$ cat src/rtl/osd_spi_master.sv
// ============================================================================
//  Module      : osd_spi_master
//  Description : Transmitting end of the OSD SPI link. Accepts one command per
//                valid/ready handshake, frames the command byte (and, for a
//                line write, 256 payload bytes fetched from a synchronous
//                buffer) onto SPI_SCK / SPI_SS3 / SPI_DO, MSB first.
//  Ports       : clk_sys, reset            - clock, async active-high reset
//                cmd_valid/cmd_ready       - command handshake
//                cmd_op, cmd_line          - 0 dis, 1 en, 2 write line, 3 nop
//                busy                      - frame, tail or gap in progress
//                data_rd, data_addr,
//                data_in                   - payload buffer (1-cycle latency)
//                SPI_SCK, SPI_SS3, SPI_DO  - SPI master outputs
//  Revision    : 1.0 - initial release
// ============================================================================
`default_nettype none

module osd_spi_master #(
    parameter int CLK_DIV = 4,   // SCK half-period in clk_sys cycles (2..255)
    parameter int SS_GAP  = 2    // SS3-high time after a frame, in CLK_DIV units
) (
    input  logic        clk_sys,
    input  logic        reset,
    input  logic        cmd_valid,
    output logic        cmd_ready,
    input  logic [1:0]  cmd_op,
    input  logic [2:0]  cmd_line,
    output logic        busy,
    output logic        data_rd,
    output logic [10:0] data_addr,
    input  logic [7:0]  data_in,
    output logic        SPI_SCK,
    output logic        SPI_SS3,
    output logic        SPI_DO
);

    localparam logic [7:0] C_DIV_LAST  = 8'(CLK_DIV - 1);
    localparam logic [7:0] C_GAP_LAST  = 8'(SS_GAP - 1);
    localparam logic [8:0] C_LAST_BYTE = 9'd256;

    typedef enum logic [1:0] {
        S_IDLE  = 2'd0,
        S_SHIFT = 2'd1,
        S_TAIL  = 2'd2,
        S_GAP   = 2'd3
    } state_t;

    state_t      state_q, state_d;
    logic [7:0]  div_q, div_d;        // cycles within the current half-period
    logic [7:0]  gap_q, gap_d;        // CLK_DIV units spent in GAP
    logic [7:0]  shift_q, shift_d;    // byte being shifted out
    logic [7:0]  pref_q, pref_d;      // prefetched next payload byte
    logic [8:0]  byte_q, byte_d;      // 0 = command, 1..256 = payload
    logic [2:0]  bit_q, bit_d;        // bit index within the byte, 7 downto 0
    logic        write_q, write_d;
    logic [2:0]  line_q, line_d;
    logic        rd_dly_q, rd_dly_d;  // data_in is valid while this is set
    logic        ready_q, ready_d;
    logic        busy_q, busy_d;
    logic        sck_q, sck_d;
    logic        ss_q, ss_d;
    logic        do_q, do_d;
    logic        rd_q, rd_d;
    logic [10:0] addr_q, addr_d;

    logic        w_div_end;
    logic [7:0]  w_next_byte;
    logic [7:0]  w_cmd_byte;

    assign w_div_end = (div_q == C_DIV_LAST);

    // With CLK_DIV == 2 the capture cycle coincides with the SCK fall, so the
    // shifter loads straight from data_in in that cycle.
    assign w_next_byte = rd_dly_q ? data_in : pref_q;

    assign w_cmd_byte = (cmd_op == 2'd2) ? {5'b00100, cmd_line}
                                         : {7'b0100000, cmd_op[0]};

    always_comb begin
        state_d  = state_q;
        div_d    = div_q;
        gap_d    = gap_q;
        shift_d  = shift_q;
        pref_d   = pref_q;
        byte_d   = byte_q;
        bit_d    = bit_q;
        write_d  = write_q;
        line_d   = line_q;
        rd_dly_d = rd_q;
        ready_d  = ready_q;
        busy_d   = busy_q;
        sck_d    = sck_q;
        ss_d     = ss_q;
        do_d     = do_q;
        rd_d     = 1'b0;
        addr_d   = addr_q;

        if (rd_dly_q) begin
            pref_d = data_in;
        end

        case (state_q)
            S_IDLE: begin
                // A no-op is consumed by the handshake alone.
                if (cmd_valid && (cmd_op != 2'd3)) begin
                    state_d = S_SHIFT;
                    ss_d    = 1'b0;
                    sck_d   = 1'b0;
                    div_d   = 8'd0;
                    bit_d   = 3'd7;
                    byte_d  = 9'd0;
                    write_d = (cmd_op == 2'd2);
                    line_d  = cmd_line;
                    shift_d = w_cmd_byte;
                    do_d    = w_cmd_byte[7];
                    ready_d = 1'b0;
                    busy_d  = 1'b1;
                end
            end

            S_SHIFT: begin
                div_d = div_q + 8'd1;
                if (w_div_end) begin
                    div_d = 8'd0;
                    if (!sck_q) begin
                        sck_d = 1'b1;
                        // Fetch the next payload byte while the LSB is high.
                        if ((bit_q == 3'd0) && write_q && (byte_q != C_LAST_BYTE)) begin
                            rd_d   = 1'b1;
                            addr_d = {line_q, byte_q[7:0]};
                        end
                    end else begin
                        sck_d = 1'b0;
                        if (bit_q != 3'd0) begin
                            shift_d = {shift_q[6:0], 1'b0};
                            do_d    = shift_q[6];
                            bit_d   = bit_q - 3'd1;
                        end else if (write_q && (byte_q != C_LAST_BYTE)) begin
                            shift_d = w_next_byte;
                            do_d    = w_next_byte[7];
                            bit_d   = 3'd7;
                            byte_d  = byte_q + 9'd1;
                        end else begin
                            state_d = S_TAIL;
                        end
                    end
                end
            end

            S_TAIL: begin
                div_d = div_q + 8'd1;
                if (w_div_end) begin
                    div_d   = 8'd0;
                    gap_d   = 8'd0;
                    ss_d    = 1'b1;
                    do_d    = 1'b0;
                    state_d = S_GAP;
                end
            end

            S_GAP: begin
                div_d = div_q + 8'd1;
                if (w_div_end) begin
                    div_d = 8'd0;
                    gap_d = gap_q + 8'd1;
                    if (gap_q == C_GAP_LAST) begin
                        state_d = S_IDLE;
                        ready_d = 1'b1;
                        busy_d  = 1'b0;
                    end
                end
            end

            default: begin
                state_d = S_IDLE;
            end
        endcase
    end

    always_ff @(posedge clk_sys or posedge reset) begin
        if (reset) begin
            state_q  <= S_IDLE;
            div_q    <= 8'd0;
            gap_q    <= 8'd0;
            shift_q  <= 8'd0;
            pref_q   <= 8'd0;
            byte_q   <= 9'd0;
            bit_q    <= 3'd0;
            write_q  <= 1'b0;
            line_q   <= 3'd0;
            rd_dly_q <= 1'b0;
            ready_q  <= 1'b1;
            busy_q   <= 1'b0;
            sck_q    <= 1'b0;
            ss_q     <= 1'b1;
            do_q     <= 1'b0;
            rd_q     <= 1'b0;
            addr_q   <= 11'd0;
        end else begin
            state_q  <= state_d;
            div_q    <= div_d;
            gap_q    <= gap_d;
            shift_q  <= shift_d;
            pref_q   <= pref_d;
            byte_q   <= byte_d;
            bit_q    <= bit_d;
            write_q  <= write_d;
            line_q   <= line_d;
            rd_dly_q <= rd_dly_d;
            ready_q  <= ready_d;
            busy_q   <= busy_d;
            sck_q    <= sck_d;
            ss_q     <= ss_d;
            do_q     <= do_d;
            rd_q     <= rd_d;
            addr_q   <= addr_d;
        end
    end

    assign cmd_ready = ready_q;
    assign busy      = busy_q;
    assign data_rd   = rd_q;
    assign data_addr = addr_q;
    assign SPI_SCK   = sck_q;
    assign SPI_SS3   = ss_q;
    assign SPI_DO    = do_q;

endmodule

`default_nettype wire

$ cat config.mk
export PLATFORM = sky130hd
export DESIGN_NAME = osd_spi_master
export DESIGN_NICKNAME = d
export VERILOG_FILES = /design/src/rtl/osd_spi_master.sv
export SDC_FILE = /design/constraint.sdc
export NUM_CORES = 1
export LEC_CHECK = 0
export CAP_MARGIN = 15
export CORE_ASPECT_RATIO = 0.8
export CORE_MARGIN = 2
export CORE_UTILIZATION = 50
export DETAILED_ROUTE_END_ITERATION = 8
export PLACE_DENSITY = 0.71
export REMOVE_ABC_BUFFERS = 1
export SKIP_CTS_REPAIR_TIMING = 1
export SLEW_MARGIN = 0
export SYNTH_ARGS = -nofsm -noshare
export SYNTH_HDL_FRONTEND = slang
export SYNTH_SLANG_ARGS = --single-unit
$ cat constraint.sdc
create_clock -name clk_sys -period 3.2 [get_ports clk_sys]
set_input_delay 0.64 -clock clk_sys [delete_from_list [all_inputs] [get_ports clk_sys]]
set_output_delay 0.64 -clock clk_sys [all_outputs]
set_load 0.02 [all_outputs]
### Word level (Yosys, flattened, before mapping)

Cells that the tools add are included.

| cells by class | value |
|---|---|
| add/sub/neg operators | 4 |
| reductions and logical operators | 23 |
| muxes and demuxes | 59 |
| equality and inequality tests | 18 |
| bitwise gates (word level) | 1 |

Operators with widths:

| operator | count |
|---|---|
| 9-bit 2-to-1 mux | 5 |
| 7-bit 2-to-1 mux | 6 |
| 8-bit 2-to-1 mux | 5 |
| 8-bit one-hot mux with 2 select lines | 2 |
| 2-bit != test (second input constant) | 10 |
| 1-bit 2-to-1 mux | 19 |
| 9-bit one-hot mux with 2 select lines | 1 |
| 8-bit by 1-bit adder with 8-bit output (second input constant) | 2 |
| 2-bit 2-to-1 mux | 8 |
| 3-bit 2-to-1 mux | 5 |
| 7-bit one-hot mux with 2 select lines | 1 |
| 6-bit AND reduction | 2 |
| 9-bit by 1-bit adder with 9-bit output (second input constant) | 1 |
| 9-bit != test (second input constant) | 1 |
| 3-bit AND reduction | 3 |
| 8-bit by 1-bit == test with 1-bit output (second input constant) | 1 |
| 8-bit by 2-bit == test with 1-bit output (second input constant) | 1 |
| 1-bit one-hot mux with 2 select lines | 4 |
| 2-bit one-hot mux with 4 select lines | 1 |
| 4-bit AND reduction | 2 |
| 8-bit AND reduction | 1 |
| 2-bit nonzero test | 4 |
| 2-bit == test (second input constant) | 3 |
| 3-bit one-hot mux with 2 select lines | 1 |
| other kinds (12) | 16 |

| word-level totals | value |
|---|---|
| word-level logic and storage cells | 122 |
| register bits | 67 |

### Longest topological paths before layout

Gate-level depths: netlist (run 1).

| logic depth | value |
|---|---|
| word-level depth | 7 |
| depth in mapped cells | 9 |
| depth with buffers taken out | 7 |

### Worst setup path after synthesis (run 1)

No wires, ideal clock.

| timing | value |
|---|---|
| kind | flip-flop to flip-flop |
| start point | register byte_q[0] |
| end point | register state_q[1] |
| path slack | 0.953 ns |
| period minus slack after synthesis | 2.247 ns |
| required time | 3.075 ns |
| library setup time | 0.125 ns |
| path buffers | 0 |
| cell stages (with the launch flop) | 8 |
| arrival | 2.122 ns |
| cell sequence | dfrtp_1 > inv_1 > ha_1 > or4b_4 > o21ai_2 > a32oi_1 > a2111oi_4 > mux2_4 |

| between the ends | value |
|---|---|
| longest elaborated chain between the ends | 4 |

Ends and longest elaborated chain:

| item | line | RTL |
|---|---|---|
| start: declaration | 53 | `logic [8:0] byte_q, byte_d;` |
| start signal: assignment | 205 | `byte_q <= byte_d;` |
| 9-bit != test | 138 | `end else if (write_q && (byte_q != C_LAST_BYTE)) begin` |
| 1-bit logical AND | 138 |  |
| 2-bit != test (no line) | - |  |
| 8-bit AND reduction (no line) | - |  |
| end signal: assignment | 200 | `state_q <= state_d;` |
| end: declaration | 48 | `state_t state_q, state_d;` |

Every way passes these cells.
A chain may end at the register's enable or synchronous reset.

### Worst setup path after layout (run 1)

Same ends and word-level chain as after synthesis.

==> PnR_summary.wiki, run 1 <==
{| class="wikitable"
! Metric !! Value
|-
| Netlist Area Pre-Place || 3390 um2
|-
| Skew final || 0.00823 ns
|-
| Reported leakage power || 0.00181 uW
|-
| Total Neg Setup Slack || 0 ns
|-
| Core utilization of the finished layout || 61.6%
|-
| Vias per cell || 5.67
|-
| Core region area || 6470 um2
|-
| Number of nets with antenna violations after routing || 0
|-
| First-iteration detailed-routing DRC count || 124
|-
| Fraction of final layout cells with drive strength greater than 1 || 16.7%
|-
| Worst-margin pin slew || 0.632 ns
|-
| Number of global-route vias before repair || 2438
|-
| Count of final hold-check violations || 0
|-
| Overflow left after global routing || 0
|-
| Share of Yosys cell area claimed by the top area cell type || 47.9%
|-
| NumNets Final || 382
|-
| Required time reported for the critical path endpoint || 3.43 ns
|-
| End of the critical path || state_q[1]
|-
| Count of synthesis-stage warnings from yosys || 0
|-
| Cell chain of the critical path || inv_1 > ha_1 > or4b_4 > o21ai_2 > a32oi_1 > a2111oi_4 > mux2_4
|-
| Chip Width || 96.1 um
|-
| Most frequent cell after synthesis || sky130_fd_sc_hd__dfrtp_1
|-
| GRT Util Overall || 21.2%
|-
| Ratio of total power to cell area || 718 nW/um2
|-
| Depth of the CTS H-tree || 3
|-
| Finish-stage setup viols || 0
|-
| Kind of start point of the critical path || flop
|-
| Cell type with the largest total area after synthesis || sky130_fd_sc_hd__dfrtp_1
|-
| Number of top-level pins || 33
|-
| Worst slack after detailed placement || 0.634 ns
|-
| Placer congestion estimate || 0.829
|-
| Iteration count of the initial detailed-routing pass || 4
|-
| Worst path arrival time || 2.66 ns
|-
| Most common flop cell mapped by yosys || sky130_fd_sc_hd__dfrtp_1
|-
| Final setup margin || 0.770 ns
|-
| Endpoint of the worst-slack reg-to-reg timing path || state_q[1]
|-
| Count of clock tree sinks || 67
|-
| Critical path class || reg2reg
|-
| Fraction of the yosys area taken by sequential cells || 49.5%
|-
| TritonCTS clock tree || done
|-
| Largest fanout on the critical path || 5
|-
| CP max-delay cell || sky130_fd_sc_hd__or4b_4
|-
| Clock buffer depth || 2
|-
| Number of antenna diodes || 0
|-
| Detailed-route wire length || 7.00 mm
|-
| Pin count of the biggest net entering global routing || 40
|-
| Worst min path class || reg2reg
|-
| Post-synthesis cell count || 319
|-
| VDD IR max || 0.576 mV
|-
| Number of enable flip-flop cells after synthesis || 0
|-
| Worst-case headroom to the max-slew limit || 57.8%
|-
| Row count || 26
|-
| Die Area || 7470 um2
|-
| Number of buffers inserted during clock tree synthesis || 9
|-
| Worst reg2reg setup slack || 0.77 ns
|-
| Origin of the worst setup path || byte_q[0]
|-
| Status || finished, final reports clean
|-
| FILL cells || 523
|-
| Area growth, synth to finish || 17.5%
|-
| Total of max-cap violations || 0
|-
| HPWL after DPL || 5.00 mm
|-
| Routed wirelength normalized by instance count || 15.8 um
|-
| Period Utilization, post-route || 75.9%
|-
| Worst hold slack after final layout || 0.402 ns
|-
| Final min period || 2.43 ns
|-
| Mean instance size in the synthesized netlist || 10.6 um2
|-
| Biggest area contributors in the synthesized netlist || sky130_fd_sc_hd__dfrtp_1 48%, sky130_fd_sc_hd__o21ai_0 5.6%, sky130_fd_sc_hd__mux2_2 5.0%
|-
| Initial cell density of the core || 52.4%
|-
| Depth of the worst register-to-register path || 7
|-
| Number of synthesized register bits || 67
|-
| List of most frequent post-synthesis cells || 65 x sky130_fd_sc_hd__dfrtp_1, 38 x sky130_fd_sc_hd__o21ai_0, 36 x sky130_fd_sc_hd__nand2_1
|-
| Highest clock frequency the design can meet || 0.411 GHz
|-
| Clock input transition at the sequential cells of the worst setup and hold paths || 0.07 ns
|-
| Number of antenna violations at the first check in global routing || 0
|-
| Quantity of I/O buffers inserted on ports || 32
|-
| Register area || 1680 um2
|-
| Root buffer cell || sky130_fd_sc_hd__clkbuf_8
|-
| Capturing element type of the critical path || flop
|-
| Routed vias || 2518
|-
| DRC errors left || 0
|-
| Clock Latency Late Sink || 0.35 ns
|-
| Power Total || 2860 uW
|-
| Netlist cell types || 51
|-
| Unrepaired setup endpoints after global routing || no
|-
| Area of combinational cells with multiple inputs || 1620 um2
|-
| Async set-reset flop share out of synthesis || 100%
|-
| RR Startpoint || byte_q[0]
|-
| Floorplan die height || 77.7 um
|-
| Crit path largest cell delay || 0.47 ns
|-
| Wire length of the first global-routing pass || 12.1 mm
|-
| Final-report max-slew violation count || 0
|}
[sequential cells by signal (all words and copies together), names as in the netlist]
signal / flops
rd_dly_q: 1
SPI_SS3: 1
data_rd: 1
byte_q: 9
div_q: 8
bit_q: 3
shift_q: 7
cmd_ready: 1
state_q: 2
SPI_SCK: 1
data_addr: 11
write_q: 1
gap_q: 8
busy: 1
pref_q: 8
SPI_DO: 1
line_q: 3
[report_power, final]
part           total, uW  switching [uW]  internal [uW]
Clock                643             322            321
Sequential          1160             148           1010
Combinational       1060             613            446
Total               2860            1080           1780
[cell usage in the layout (no fill, tap or decap), drive strengths merged, types with 2 or more instances in the layout]
cell type,netlist,routed
or4b,3,3
a31oi,4,4
buf,1,3
o22ai,2,2
a21o,2,2
nor3,6,6
nor4,3,3
dfrtp,65,65
nand2,37,37
or3,2,2
clkbuf,9,12
o21ai,40,40
nand4,6,6
dfstp,2,2
a22oi,2,2
a221oi,2,2
mux2,25,25
or2,3,3
o31ai,4,4
nor2,15,15
inv,14,14
nand3,10,10
a21oi,10,10
nor2b,3,3
and3,7,7
mux2i,5,5
clkdlybuf4s50,0,32
clkinv,0,2
a22o,9,9
a211o,2,2
nor4b,2,2
nand2b,3,3
ha,11,11
clkinvlp,0,2
[how the worst min path moves through the flow]
stage	startpoint	to	slack [ns]	cells after the start
2_1_floorplan	byte_q[8]	byte_q[8]	0.44	1
6_report	data_rd	rd_dly_q	0.40	0
3_5_place_dp	data_rd	rd_dly_q	0.40	0
3_3_place_gp	data_rd	rd_dly_q	0.36	0
5_1_grt	data_rd	rd_dly_q	0.43	0
4_1_cts	data_rd	rd_dly_q	0.41	0
[kinds of logic (layout without fill, tap and decap cells)]
group                    after synthesis  after routing  synth area share [%]
AO/OA/AOI/OAI                         83             83                  15.8
multiplexers                          30             30                  10.9
AND/OR/NAND/NOR                      103            103                  16.6
XOR/XNOR                               1              1                 0.258
buffers and inverters                 24             65                  2.87
adder cells (fa/ha/maj)               11             11                  4.05
flip-flops                            67             67                  49.5
[critical path, delay by kind of cell, from the launching register on]
family                   cells  cell delay (ns)
AO/OA/AOI/OAI                3             0.86
AND/OR/NAND/NOR              1             0.47
flip-flops                   1             0.42
multiplexers                 1             0.33
adder cells (fa/ha/maj)      1             0.14
buffers and inverters        1             0.11
[through the flow]
step,cell area (um2),cells
final,3990,444
after floorplan,3350,309
after global routing,3990,444
after CTS,3990,444
after global placement,3810,428
after detailed placement,3810,428
[layout make-up]
cell class                      count  share of cell area, %
Sequential cell                    67                   42.1
Multi-Input combinational cell    228                   40.5
Timing Repair Buffer               35                   8.91
Clock buffer                       12                   3.89
Tap cell                           84                   2.63
Inverter                           14                   1.32
Clock inverter                      4                  0.627
[per-layer routing]
layer  GRT usage [%]  wire length (um)  share of wire (%)  up-vias
met3            5.83               380                5.4        5
met2            29.7              3120                 45       61
met5               0                 0                  0        -
met1            31.3              3450                 49     1210
li1                -                 -                  -     1242
met4            7.57                40               0.57        0
Power figures use the tool's default switching activity.
==> run 2, diff against run 1 <==
Settings changed: PLACE_DENSITY 0.71 to 0.74.
Clock period 3.2 ns to 2.01 ns, I/O delays scaled along.
==> PnR_summary.wiki, run 2 (synthesis results as in run 1) <==
{| class="wikitable"
! Metric !! Value
|-
| Status || complete, but fails checks
|-
| Violated checks || negative setup slack
|-
| Capturing element type of the critical path || flop
|-
| Final setup margin || -0.212 ns (-0.982 ns)
|-
| Depth of the worst register-to-register path || 8 (+1)
|-
| Clock input transition at the sequential cells of the worst setup and hold paths || 0.07 ns (about the same)
|-
| Total Neg Setup Slack || -2.82 ns (-2.82 ns)
|-
| Dpl cells || 480 (+12%)
|-
| Unrepaired setup endpoints after global routing || yes
|-
| Chip Width || 96.1 um (unchanged)
|-
| Overflow left after global routing || 0 (unchanged)
|-
| Startpoint of the lowest-slack hold path || data_rd
|-
| Hold Path Depth || 0 (unchanged)
|-
| Period Utilization, post-route || 111% (+35 points)
|-
| Final min period || 2.22 ns (-0.208 ns)
|-
| Number of buffers inserted during clock tree synthesis || 9 (unchanged)
|-
| Reported leakage power || 0.00219 uW (+21%)
|-
| Fraction of final layout cells with drive strength greater than 1 || 37.1% (+20 points)
|-
| Cell area after placement || 4200 um2 (+10%)
|-
| CP max-delay cell || sky130_fd_sc_hd__or4b_4
|-
| Most frequent cells in the layout || 64 x sky130_fd_sc_hd__dfrtp_1, 53 x sky130_fd_sc_hd__buf_4, 32 x sky130_fd_sc_hd__clkdlybuf4s50_1
|-
| Worst-margin pin slew || 0.413 ns (-0.219 ns)
|-
| Clock Latency Late Sink || 0.35 ns (about the same)
|-
| Number of global-route vias before repair || 2769 (+14%)
|-
| Final standard cell area without fillers || 4720 um2 (+18%)
|-
| Vias per cell || 5.73 (+1.1%)
|-
| TritonCTS clock tree || done
|-
| Final-report max-slew violation count || 0 (unchanged)
|-
| Endpoint of the worst-slack reg-to-reg timing path || data_addr[9]
|-
| Detailed-route wire length || 8.62 mm (+23%)
|-
| Most common cell after layout, fill and taps aside || sky130_fd_sc_hd__dfrtp_1
|-
| Worst path arrival time || 2.46 ns (-0.20 ns)
|-
| Quantity of I/O buffers inserted on ports || 32 (unchanged)
|-
| DRC errors left || 0 (unchanged)
|-
| Crit path largest cell delay || 0.48 ns (about the same)
|-
| Worst min path class || reg2reg
|-
| Count of final hold-check violations || 0 (unchanged)
|-
| Cell family contributing the most delay on the critical path || simple AND/OR/NAND/NOR gates
|-
| VDD IR max || 0.844 mV (+47%)
|-
| Wire length of the first global-routing pass || 13.3 mm (+9.8%)
|-
| Pin count of the biggest net entering global routing || 68 (+70%)
|-
| HPWL after DPL || 5.63 mm (+13%)
|-
| Floorplan die height || 77.7 um (unchanged)
|-
| Finish-stage setup viols || 27 (+27)
|-
| Row count || 26 (unchanged)
|-
| RR Startpoint || byte_q[0]
|-
| Root buffer cell || sky130_fd_sc_hd__clkbuf_8
|-
| Number of nets with antenna violations after routing || 0 (unchanged)
|-
| Area growth, synth to finish || 39.0%
|-
| Worst-case headroom to the max-slew limit || 72.5% (+15 points)
|-
| Power Total || 5730 uW (+100%)
|-
| CP Buf/Inv Count || 2 (+1)
|-
| Count of clock tree sinks || 67 (unchanged)
|-
| NumNets Final || 442 (+16%)
|-
| Largest fanout on the critical path || 6 (+1)
|-
| Number of antenna diodes || 0 (unchanged)
|-
| Hold EP || rd_dly_q
|-
| Die Area || 7470 um2 (unchanged)
|-
| Clock buffer depth || 2 (unchanged)
|-
| Core region area || 6470 um2 (unchanged)
|-
| GRT Util Overall || 23.1% (+1.9 points)
|-
| Iteration count of the initial detailed-routing pass || 5 (+1)
|-
| Worst hold slack after final layout || 0.379 ns (-0.0235 ns)
|-
| Max reg flops || 11 (unchanged)
|-
| Total of max-cap violations || 0 (unchanged)
|-
| Ratio of total power to cell area || 1210 nW/um2 (+69%)
|-
| Number of top-level pins || 33 (unchanged)
|-
| Cell chain of the critical path || inv_1 > ha_1 > or4b_4 > o21ai_4 > buf_6 > or2_4 > or3_4 > mux2_2
|-
| Worst reg2reg setup slack || -0.21 ns (-0.98 ns)
|-
| Placer congestion estimate || 0.842 (+1.7%)
|-
| Non-filler instance count after layout || 504 (+14%)
|-
| Routed wirelength normalized by instance count || 17.1 um (+8.5%)
|-
| Highest clock frequency the design can meet || 0.450 GHz (+9.4%)
|-
| First-iteration detailed-routing DRC count || 187 (+51%)
|-
| Required time reported for the critical path endpoint || 2.24 ns (-1.19 ns)
|-
| Critical path class || reg2reg
|-
| Initial cell density of the core || 52.4% (unchanged)
|-
| Routed vias || 2889 (+15%)
|-
| Kind of start point of the critical path || flop
|-
| Depth of the CTS H-tree || 3 (unchanged)
|-
| Skew final || 0.0102 ns (+0.00202 ns)
|-
| Number of antenna violations at the first check in global routing || 0 (unchanged)
|}
-- run 2: changes by cell type in the layout (fill, tap and decap cells not counted), sizes merged --
| cell | before | now |
|---|---|---|
| buf | 3 | 62 |
| bufinv | 0 | 2 |
| clkbuf | 12 | 10 |
| clkinv | 2 | 0 |
| clkinvlp | 2 | 4 |
| or3 | 2 | 3 |
-- run 2: stage by stage --
step	setup slack [ns]	util (%)
after global placement	-0.232	64.9
after floorplan	-0.237	-
after CTS	-0.248	68.2
after global routing	-0.278	72.9
final	-0.212	72.9
after detailed placement	-0.243	64.9
-- run 2: area by class of cell --
type                            instances  area, um2
Sequential cell                        67       1680
Fill cell                             446       1760
Tap cell                               84        105
Inverter                               14       52.6
Clock inverter                          6       90.1
Multi-Input combinational cell        229       1830
Timing Repair Buffer                   94        828
Clock buffer                           10        128
-- run 2: how the worst max path moves through the flow --
stage / cells after the start / from / endpoint
2_1_floorplan: 7 / byte_q[0] / state_q[1]
3_3_place_gp: 6 / cmd_valid / SPI_DO
3_5_place_dp: 6 / cmd_valid / SPI_DO
4_1_cts: 7 / byte_q[0] / state_q[1]
5_1_grt: 8 / byte_q[0] / data_addr[10]
6_report: 8 / byte_q[0] / data_addr[9]
-- run 2: per-layer routing --
metal	GRT usage (%)	share of wire, %	vias to the layer above
li1	-	-	1353
met5	0	0	-
met3	5.83	5.1	12
met1	33.0	45	1451
met2	35.2	49	73
met4	6.00	1.2	0
-- run 2: where the power goes --
group,switching (uW),leakage [uW],internal [uW]
Clock,529,0.0000947,698
Sequential,246,0.000885,1620
Combinational,1380,0.00121,1270
==> run 3, diff against run 2 <==
Settings changed: SLEW_MARGIN 0 to 20.
==> results of run 3 <==
Same layout as run 2: the final DEF is identical, and so are final timing and power.
